<file path="src/rtl/wind_input_conditioner.sv">
// Synchronizes, debounces and filters the raw wind-direction switches feeding the hazard-lights FSM.
// Optional macro WIND_INVALID_HOLD_EN: a committed illegal code keeps the last legal wind instead of forcing calm.
module wind_input_conditioner #(
  parameter int unsigned STABLE_CYCLES = 4
) (
  input  logic       clk,
  input  logic       reset,
  input  logic [1:0] sw_raw,
  output logic [1:0] wind,
  output logic       wind_change,
  output logic       invalid
);

  typedef enum logic {SETTLED, COUNTING} state_t;

  localparam logic [3:0] STABLE_LIMIT = 4'(STABLE_CYCLES);
  localparam logic [1:0] CODE_CALM    = 2'b00;
  localparam logic [1:0] CODE_ILLEGAL = 2'b11;

  state_t     state;
  logic [1:0] sync_meta;
  logic [1:0] sync;
  logic [1:0] candidate;
  logic [1:0] stable;
  logic [3:0] cnt;
  logic [1:0] filtered_wind;

  always_ff @(posedge clk or negedge reset) begin
    if (!reset) begin
      sync_meta <= 2'b00;
      sync      <= 2'b00;
    end else begin
      sync_meta <= sw_raw;
      sync      <= sync_meta;
    end
  end

  // Wind value the FSM should see if the current candidate were accepted.
  always_comb begin
    filtered_wind = candidate;
    if (candidate == CODE_ILLEGAL) begin
`ifdef WIND_INVALID_HOLD_EN
      filtered_wind = wind;
`else
      filtered_wind = CODE_CALM;
`endif
    end
  end

  always_ff @(posedge clk or negedge reset) begin
    if (!reset) begin
      state       <= SETTLED;
      candidate   <= 2'b00;
      stable      <= 2'b00;
      cnt         <= 4'd0;
      wind        <= 2'b00;
      wind_change <= 1'b0;
      invalid     <= 1'b0;
    end else begin
      wind_change <= 1'b0;
      case (state)
        SETTLED: begin
          if (sync != candidate) begin
            candidate <= sync;
            cnt       <= 4'd1;
            state     <= COUNTING;
          end
        end
        COUNTING: begin
          if (sync != candidate) begin
            candidate <= sync;
            cnt       <= 4'd1;
          end else if (cnt == STABLE_LIMIT) begin
            // A bounce that returned to the accepted code settles without touching the outputs.
            state <= SETTLED;
            if (candidate != stable) begin
              stable      <= candidate;
              wind        <= filtered_wind;
              wind_change <= (filtered_wind != wind);
              invalid     <= (candidate == CODE_ILLEGAL);
            end
          end else if (cnt != 4'hF) begin
            cnt <= cnt + 4'd1;
          end
        end
        default: state <= SETTLED;
      endcase
    end
  end

endmodule
</file>
<file path="config.mk">
export PLATFORM = sky130hd
export DESIGN_NAME = wind_input_conditioner
export DESIGN_NICKNAME = d
export VERILOG_FILES = /design/src/rtl/wind_input_conditioner.sv
export SDC_FILE = /design/constraint.sdc
export NUM_CORES = 1
export LEC_CHECK = 0
export ABC_AREA = 1
export CAP_MARGIN = 20
export CORE_AREA = 2 2 50 52
export DETAILED_ROUTE_END_ITERATION = 8
export DIE_AREA = 0 0 52 54
export PLACE_DENSITY = 0.57
export SETUP_SLACK_MARGIN = 0.4
export SLEW_MARGIN = 20
export SYNTH_ARGS = -nofsm -noshare
export SYNTH_HDL_FRONTEND = slang
export SYNTH_SLANG_ARGS = --single-unit
</file>
<file path="constraint.sdc">
create_clock -name clk -period 2.68 [get_ports clk]
set_input_delay 0.402 -clock clk [delete_from_list [all_inputs] [get_ports clk]]
set_output_delay 0.402 -clock clk [all_outputs]
set_load 0.05 [all_outputs]
</file>
== Yosys cells after proc, flatten, opt, wreduce, memory -nomap -nowiden ==
Cells that the tools add are included.

* Mux-type cells: 15
* Reduce and logical (&&, ||, !) cells: 2
* Bitwise operators: 2
* Equality and inequality tests: 9
* Add/sub/neg operators: 1

{| class="wikitable"
|+ Operators with widths
! cell !! number
|-
| two-way mux 4 bit || 4
|-
| one-hot mux 4 bit (2 select lines) || 1
|-
| two-way mux 1 bit || 7
|-
| != test 2 bit || 3
|-
| adder 4 x 1 -> 4 bit, second input constant || 1
|-
| equality test 4 x 3 -> 1 bit, second input constant || 1
|-
| two-way mux 2 bit || 2
|-
| != test 4 bit, second input constant || 1
|-
| AND reduction 4 bit || 1
|-
| != test 3 x 1 -> 1 bit, second input constant || 1
|-
| != test 3 bit, second input constant || 1
|-
| AND reduction 3 bit || 1
|-
| equality test 2 bit, second input constant || 1
|-
| != test 2 bit, second input constant || 1
|-
| inverter 1 bit || 2
|-
| one-hot mux 1 bit (2 select lines) || 1
|}

* Word-level logic and storage cells: 38
* Output and inout port bits: 4
* Register bits after elaboration: 17

== Longest topological paths before layout ==
Gate-level depths: netlist of the first run.

* Depth after elaboration: 7
* Gate-level depth with buffers: 9
* Mapped depth without buffers: 8

== Worst setup path after synthesis of the first run ==
OpenSTA, ideal clock, no wires.

* Path kind: register to register
* Start point: register cnt[0]
* End point: register wind[0]
* Data arrival time: 1.168 ns
* Library setup time: 0.120 ns
* Stages on the path, launching flop included: 8
* Required time: 2.560 ns
* Setup slack: 1.393 ns
* Period minus slack after synthesis: 1.287 ns
* Cells stage by stage: dfrtp_1 inv_1 ha_1 nand3_1 nor2_4 nand3_4 nand2_1 nand2_1

* Longest elaborated chain between the ends: 2

{| class="wikitable"
|+ RTL lines
! item !! RTL line !! RTL
|-
| start, declared || 25 || <nowiki>logic [3:0] cnt;</nowiki>
|-
| start signal, assigned || 83 || <nowiki>cnt <= cnt + 4'd1;</nowiki>
|-
| equality test 4 x 3 -> 1 bit || 73 || <nowiki>end else if (cnt == STABLE_LIMIT) begin</nowiki>
|-
| AND reduction 4 bit (no line) || n/a ||
|-
| end signal, assigned || 78 || <nowiki>wind <= filtered_wind;</nowiki>
|-
| end, declared || 9 || <nowiki>output logic [1:0] wind,</nowiki>
|}

No other way between the ends.
A chain may end at the register's enable or synchronous reset.

== Final worst setup path of the first run ==
* Start point: register wind[0]
* End point: output wind[0]

No word-level cell between the ends.

==> results of run 1 <==
power groups by stage:
stage	Combinational (W)	Clock (W)	Sequential (W)
after global placement	0.000152	0	0.000323
final	0.000152	0.000139	0.000320
after detailed placement	0.000155	0	0.000325
after global routing	0.000176	0.000156	0.000325
after CTS	0.000156	0.000148	0.000320
after floorplan	0.0000963	0	0.000341
state kept, by name (all words and copies together) (netlist names):
name	cells
sync_meta	2
wind_change	1
invalid	1
sync	2
wind	2
cnt	4
state	1
stable	2
candidate	2
metal layers:
| layer | share of wire, % | wire [um] |
|---|---|---|
| met2 | 50 | 703 |
| met4 | 0.93 | 13 |
| met5 | 0 | 0 |
| met3 | 3.3 | 46 |
| met1 | 45 | 629 |
worst min path at each step:
stage	from	endpoint	slack [ps]	cells after the start
6_report	sync_meta[0]$_DFF_PN0_	sync[0]$_DFF_PN0_	360	0
5_1_grt	sync_meta[0]$_DFF_PN0_	sync[0]$_DFF_PN0_	390	0
4_1_cts	sync_meta[0]$_DFF_PN0_	sync[0]$_DFF_PN0_	360	0
3_5_place_dp	sync_meta[0]$_DFF_PN0_	sync[0]$_DFF_PN0_	330	0
3_3_place_gp	sync_meta[0]$_DFF_PN0_	sync[0]$_DFF_PN0_	330	0
2_1_floorplan	reset	candidate[0]$_DFFE_PN0P_	110	0
per-stage QoR:
stage,area [sq um],instances,hold slack (ps),setup WS [ps],util [%]
after floorplan,875,101,106,1390,-
after global placement,967,135,334,1120,41.7
after detailed placement,967,135,335,1100,41.7
after CTS,993,139,358,759,42.8
after global routing,993,139,387,721,42.8
final,993,139,356,774,42.8
kinds of logic (layout without fill, tap and decap cells):
family / count (synthesis) / after routing / synth area share [%]
AND/OR/NAND/NOR: 57 / 57 / 34.0
flip-flops: 17 / 17 / 48.6
buffers and inverters: 17 / 25 / 7.73
AO/OA/AOI/OAI: 4 / 4 / 2.72
XOR/XNOR: 4 / 4 / 4.01
adder cells (fa/ha/maj): 2 / 2 / 2.86
layout by cell type (no fill, tap or decap):
master / instances
nand2_1: 35
dfrtp_1: 17
inv_1: 11
clkdlybuf4s50_1: 7
nand4_1: 6
nand3_1: 4
nor2_1: 4
inv_2: 3
o21ai_1: 3
clkbuf_4: 3
nand2_2: 2
nand2_4: 2
xor2_1: 2
xnor2_1: 2
ha_1: 2
nor2_8: 1
nor2_4: 1
nand3_4: 1
a21oi_2: 1
nand3_2: 1
clkbuf_1: 1
area by class of cell:
type,instances,area (sq um),share of cell area [%]
Clock buffer,4,26.3,2.64
Timing Repair Buffer,7,70.1,7.05
Sequential cell,17,425,42.8
Inverter,14,52.6,5.29
Tap cell,30,37.5,3.78
Multi-Input combinational cell,67,382,38.4
==> metrics.yaml, run 1 <==
synthesis:
  yosysUniqueCellTypes: 20
  seq_area_frac_synth_pct: 48.6
  ys.flop_type: "dfrtp_1"
  synth.area.top_cells: "dfrtp_1, nand2_1, inv_1"
  synthesis.area_sq_um: 875
  syn_avg_cell_area_sq_um: 8.66
  async_flop_share_pct: 100
  syn_inst: 101
  yosys.area.top_type_share_pct: 48.6
  synth_common_cells: "nand2_1, dfrtp_1, inv_1"
  synth_warnings: 0
  syn_nets: 107
  synth_enable_flop_cells: 0
  synth_most_common_cell: "nand2_1"
  ys_ff_latch: 17
  synth_top_area_cell: "dfrtp_1"
clock_network:
  root_buffer: "clkbuf_4"
  htree_num_levels: 1
  postCtsHoldBufs: 0
  clk_pin_slew_ps: 100
  clock_sinks: 17
  cts_buffer_depth: 2
  cts_buffers: 3
  cts_setup_buffers: 0
  cts_resized: 0
  cts_tree: "done"
  worstSkewPairLatency_ps: 290
power_and_ir_drop:
  design_power_total_w: 0.000610
  vdd_drop_max_mv: 0.277
  switching_share_pct: 34.0
  leakagePower_nw: 0.525
  p_seq_share_pct: 52.4
  p_int_w: 0.000403
  clock_power_share_pct: 22.7
  power_density_mw_per_mm2: 614
  pwr-share-comb_pct: 24.9
  p_sw_w: 0.000208
grt:
  track_usage_pct: 12.9
  grt_pass1_vias: 626
  grt_pass1_wl_um: 2590
  use_met3_pct: 3.33
  antenna_found_initial: 0
  overflow: 0
  grtUsageMet1_pct: 14.2
  busiest_layer: "met2"
  grt_use_met2_pct: 22.2
  grt_start_max_net_pins: 18
worst_setup_path:
  crit_path_top_delay_cell: "clkdlybuf4s50_1"
  cp.arrival_ps: 1500
  r2r_start: "cnt[0]$_DFFE_PN0P_"
  path_depth: 1
  end_kind: "primary output"
  reg2reg_to: "stable[0]$_DFFE_PN0P_"
  r2r_cells: 7
  critPathBufInv: 1
  cp-startpoint: "wind[0]$_DFFE_PN0P_"
  path_class: "reg -> out"
  cp-endpoint: "wind[0]"
  worstPathRequired_ps: 2280
  startpoint_type: "flop"
  cp_max_fo: 3
  cpPeakStageDelay_ps: 810
  reg2reg_slack_ps: 1260
  crit_family: "buffers and inverters"
  cp_cell_sequence: "clkdlybuf4s50_1"
placement:
  dp_hpwl_um: 1050
  gp_congestion: 0.744
  port-buffer-count: 7
status:
  status: "finished, final reports clean"
cells_and_area:
  layout-drive-gt1-share_pct: 13.8
  final_nets: 116
  num_antenna_cells: 0
  fillCellCount: 243
  syn2layout_area_growth_pct: 13.6
routing:
  viasPerCell: 4.61
  ant_nets: 0
  drt_iter0_markers: 2
  wl_per_cell_um: 10.0
  first_pass_iters: 4
  drc: 0
  drt-total-wl_um: 1390
  vias: 641
sta:
  post-route-min-period_ps: 1910
  finalSetupViolCount: 0
  rsz0062_at_grt: "no"
  min_period_over_period_pct: 71.1
  worst_slew_pin_slew_ps: 768
  relSlewSlack_pct: 48.6
  setup-tns-final_ps: 0
  slew_violations: 0
  maxClockFrequency_mhz: 525
  skew_ps: 5.65
  hold_viol: 0
die:
  dieArea_sq_mm: 0.00281
  num_rows: 18
  die_w_um: 52
  core_sq_mm: 0.00232
  initial_core_util_pct: 37.7
  fp.dieH_um: 54
  top_level_ports: 8
min_path:
  min_path_type: "reg -> reg"
job:
  drv_cap: 0
Note: power is estimated with default switching activity, not from simulation.
==> inputs of run 2 (changes only) <==
--- a/config.mk
+++ b/config.mk
@@ -10,7 +10,7 @@
 export CORE_AREA = 2 2 50 52
 export DETAILED_ROUTE_END_ITERATION = 8
 export DIE_AREA = 0 0 52 54
-export PLACE_DENSITY = 0.57
+export PLACE_DENSITY = 0.59
 export SETUP_SLACK_MARGIN = 0.4
 export SLEW_MARGIN = 20
 export SYNTH_ARGS = -nofsm -noshare
==> constraint.sdc (replaced) <==
create_clock -name clk -period 1.6 [get_ports clk]
set_input_delay 0.24 -clock clk [delete_from_list [all_inputs] [get_ports clk]]
set_output_delay 0.24 -clock clk [all_outputs]
set_load 0.05 [all_outputs]
==> metrics.yaml, run 2 (synthesized netlist as in run 1, its figures left out) <==
status:
  status: "finished, final reports clean"
clock_network:
  cts_buffers: 3
  cts_tree: "done"
  clock_sinks: 17
  postCtsHoldBufs: 0
  root_buffer: "clkbuf_4"
  clk_pin_slew_ps: 100
  cts_buffer_depth: 2
  worstSkewPairLatency_ps: 280
  htree_num_levels: 1
grt:
  grt_pass1_wl_um: 2570
  track_usage_pct: 12.4
  grt_start_max_net_pins: 18
  grt_pass1_vias: 613
  antenna_found_initial: 0
  overflow: 0
cells_and_area:
  layout-drive-gt1-share_pct: 29.8
  final_common_cell: "nand2_1"
  largest_reg_flops: 4
  final_cell_mix: "nand2_1, dfrtp_1, inv_1, buf_4, nand4_1"
  num_antenna_cells: 0
  final_nets: 121
  top_register: "cnt"
  syn2layout_area_growth_pct: 21.0
sta:
  finalSetupViolCount: 0
  min_period_over_period_pct: 78.5
  skew_ps: 0.694
  slew_violations: 0
  worst_hold_slack_ps: 276
  rsz0062_at_grt: "yes"
  worst_slew_pin_slew_ps: 256
  hold_viol: 0
  maxClockFrequency_mhz: 796
  setup-tns-final_ps: 0
  relSlewSlack_pct: 83.0
  post-route-min-period_ps: 1260
  setup_ws_ps: 344
power_and_ir_drop:
  clock_power_share_pct: 20.4
  p_sw_w: 0.000377
  leakagePower_nw: 0.552
  p_seq_share_pct: 49.2
  pwr-share-comb_pct: 30.4
  p_int_w: 0.000728
  power_density_mw_per_mm2: 1040
  switching_share_pct: 34.1
  vdd_drop_max_mv: 0.436
placement:
  place_ws_ps: 308
  gp_congestion: 0.751
  port-buffer-count: 7
  dp_hpwl_um: 1090
die:
  fp.dieH_um: 54
  top_level_ports: 8
  num_rows: 18
  die_w_um: 52
  dieArea_sq_mm: 0.00281
  initial_core_util_pct: 37.7
  core_sq_mm: 0.00232
worst_setup_path:
  cp_max_fo: 6
  cp.arrival_ps: 1440
  worstPathRequired_ps: 1780
  r2r_cells: 7
  path_class: "reg -> reg"
  end_kind: "flop"
  reg2reg_slack_ps: 340
  startpoint_type: "flop"
routing:
  drt-total-wl_um: 1470
  vias: 663
  ant_nets: 0
  wl_per_cell_um: 10.2
  drc: 0
  drt_iter0_markers: 2
  first_pass_iters: 3
  viasPerCell: 4.60
min_path:
  min_path_type: "in -> async"
job:
  drv_cap: 0
run 2: changes by cell type in the layout (fill, tap and decap cells not counted), sizes merged:
cell and delta:
clkdlybuf4s50 -4, buf +9
run 2: routing by layer:
metal  share of wire, %  track usage (%)  wire length [um]
met1                 46             15.9               673
met2                 50             20.5               727
met3                2.9             1.67                43
met4                1.4             6.58                21
met5                  0                0                 0
run 2: power groups by stage:
stage          Sequential [W]  Clock, W  Combinational, W
2_1_floorplan        0.000575         0          0.000191
3_3_place_gp         0.000547         0          0.000280
3_5_place_dp         0.000550         0          0.000295
4_1_cts              0.000542  0.000237          0.000320
5_1_grt              0.000553  0.000262          0.000380
6_report             0.000544  0.000226          0.000336
run 2: path summary, 6_finish.rpt:
kind                                        startpoint                        to
worst max-delay path                cnt[0]$_DFFE_PN0P_       wind[1]$_DFFE_PN0P_
worst min-delay path                             reset     stable[1]$_DFFE_PN0P_
worst max register to register      cnt[0]$_DFFE_PN0P_       wind[1]$_DFFE_PN0P_
worst min register to register  sync_meta[0]$_DFF_PN0_         sync[0]$_DFF_PN0_
max in group asynchronous                        reset  candidate[0]$_DFFE_PN0P_
min in group clk                sync_meta[0]$_DFF_PN0_         sync[0]$_DFF_PN0_
run 2: cell type report:
class / instances / area, sq um
repair buffers: 12 / 97.6
multi-input cells: 67 / 417
inverters: 14 / 52.6
fillers: 231 / 1260
clock buffers: 4 / 26.3
well taps: 30 / 37.5
flip-flops and latches: 17 / 428
run 2: critical path: stages, from the launching register on:
cell	delay, ps
dfrtp_1	430
inv_2	90
ha_4	130
nand3_4	80
nor2_4	180
nand3_4	120
nand2_1	80
nand2_1	40
run 2: through the flow:
| step | power [W] | utilization, % | area [sq um] | std cells |
|---|---|---|---|---|
| 2_1_floorplan | 0.000766 | - | 900 | 101 |
| 3_3_place_gp | 0.000827 | 42.7 | 990 | 136 |
| 3_5_place_dp | 0.000844 | 42.7 | 990 | 136 |
| 4_1_cts | 0.00110 | 44.7 | 1040 | 142 |
| 5_1_grt | 0.00119 | 45.6 | 1060 | 144 |
| 6_report | 0.00110 | 45.6 | 1060 | 144 |
run 2: what timing repair did:
item	in CTS	in global routing
resized for setup	3	3
setup endpoints to repair	10	10
pin swaps	5	0
setup buffers	2	2
==> inputs of run 3 (changes only) <==
==> constraint.sdc (replaced) <==
create_clock -name clk -period 1.1 [get_ports clk]
set_input_delay 0.165 -clock clk [delete_from_list [all_inputs] [get_ports clk]]
set_output_delay 0.165 -clock clk [all_outputs]
set_load 0.05 [all_outputs]
==> metrics.yaml, run 3 (synthesized netlist as in run 1, its figures left out) <==
status:
  status: "complete, but fails checks"
  violations: "negative setup slack"
sta:
  hold_viol: 0
  finalSetupViolCount: 10
  worst_hold_slack_ps: 191
  worst_slew_pin_slew_ps: 217
  maxClockFrequency_mhz: 790
  post-route-min-period_ps: 1270
  slew_violations: 0
  setup_ws_ps: -166
  min_period_over_period_pct: 115
  rsz0062_at_grt: "yes"
  skew_ps: 7.28
  setup-tns-final_ps: -1280
  relSlewSlack_pct: 85.5
routing:
  drt-total-wl_um: 1690
  ant_nets: 0
  wl_per_cell_um: 10.7
  drc: 0
  viasPerCell: 4.67
  vias: 738
  drt_iter0_markers: 7
  first_pass_iters: 4
grt:
  track_usage_pct: 14.5
  grt_pass1_wl_um: 2830
  overflow: 0
  grt_start_max_net_pins: 18
  antenna_found_initial: 0
  grt_pass1_vias: 708
clock_network:
  postCtsHoldBufs: 0
  cts_tree: "done"
  worstSkewPairLatency_ps: 290
  cts_buffer_depth: 2
  htree_num_levels: 1
  clk_pin_slew_ps: 100
  root_buffer: "clkbuf_4"
  cts_buffers: 3
  clock_sinks: 17
cells_and_area:
  top_register: "cnt"
  num_antenna_cells: 0
  largest_reg_flops: 4
  final_common_cell: "nand2_1"
  final_nets: 135
  layout-drive-gt1-share_pct: 42.2
  final_cell_mix: "nand2_1, buf_4, dfrtp_1"
  syn2layout_area_growth_pct: 41.1
die:
  initial_core_util_pct: 37.7
  top_level_ports: 8
  num_rows: 18
  core_sq_mm: 0.00232
  die_w_um: 52
  fp.dieH_um: 54
  dieArea_sq_mm: 0.00281
worst_setup_path:
  end_kind: "flop"
  worstPathRequired_ps: 1290
  startpoint_type: "flop"
  path_class: "reg -> reg"
  r2r_cells: 7
  cp_max_fo: 6
  cp.arrival_ps: 1460
min_path:
  min_path_type: "in -> async"
placement:
  port-buffer-count: 7
  gp_congestion: 0.789
  place_ws_ps: -190
  dp_hpwl_um: 1230
power_and_ir_drop:
  vdd_drop_max_mv: 0.881
  power_density_mw_per_mm2: 1430
  design_power_total_w: 0.00177
  leakagePower_nw: 0.630
job:
  drv_cap: 0
run 3: area by class of cell:
| cell class | instances | area (sq um) |
|---|---|---|
| fill | 220 | 1090 |
| clock buffer | 4 | 26.3 |
| inverter | 14 | 52.6 |
| multi-input combinational | 68 | 440 |
| timing repair buffer | 25 | 245 |
| sequential | 17 | 432 |
| tap | 30 | 37.5 |
run 3: worst paths after layout:
path,slack (ps),startpoint,end
setup reg to reg,-170,cnt[1]$_DFFE_PN0P_,invalid$_DFFE_PN0P_
min in group clk,310,sw_raw[1],sync_meta[1]$_DFF_PN0_
setup / recovery,-170,cnt[1]$_DFFE_PN0P_,invalid$_DFFE_PN0P_
hold / removal,190,reset,stable[0]$_DFFE_PN0P_
max in group asynchronous,700,reset,candidate[0]$_DFFE_PN0P_
hold reg to reg,360,sync_meta[0]$_DFF_PN0_,sync[0]$_DFF_PN0_
run 3: what timing repair did:
action                     CTS  global route
setup endpoints to repair   15            15
cloned                       0             1
setup buffers                7             1
gates resized for setup      1             5
pin swaps                    4             7
run 3: worst max-delay path: stages, from the launching register on:
cell     delay [ps]
dfrtp_1         420
inv_2            90
ha_4            140
nand3_4          80
nor2_4          180
nand3_4         130
nand2_2          70
nand2_1          50
run 3: layer usage:
| layer | vias to the layer above | global-route usage, % | share of wire, % |
|---|---|---|---|
| met5 | - | 0 | 0 |
| met4 | 0 | 11.0 | 3.9 |
| met3 | 7 | 3.33 | 3.4 |
| met2 | 13 | 25.9 | 53 |
| met1 | 349 | 14.6 | 40 |
| li1 | 369 | - | - |
run 3: per-stage QoR:
step                cell area, sq um  instances  utilization (%)
floorplan                        916        101                -
global placement                1120        145             48.3
detailed placement              1120        145             48.3
CTS                             1200        156             51.7
global route                    1230        158             53.2
finish                          1230        158             53.2
run 3: power breakdown:
| part | leakage [nW] | total, W | switching, W | internal [W] |
|---|---|---|---|---|
| combinational | 0.409 | 0.000645 | 0.000316 | 0.000329 |
| clock | 0.0150 | 0.000332 | 0.000190 | 0.000141 |
| sequential | 0.206 | 0.000790 | 0.0000834 | 0.000707 |
| total | 0.630 | 0.00177 | 0.000590 | 0.00118 |
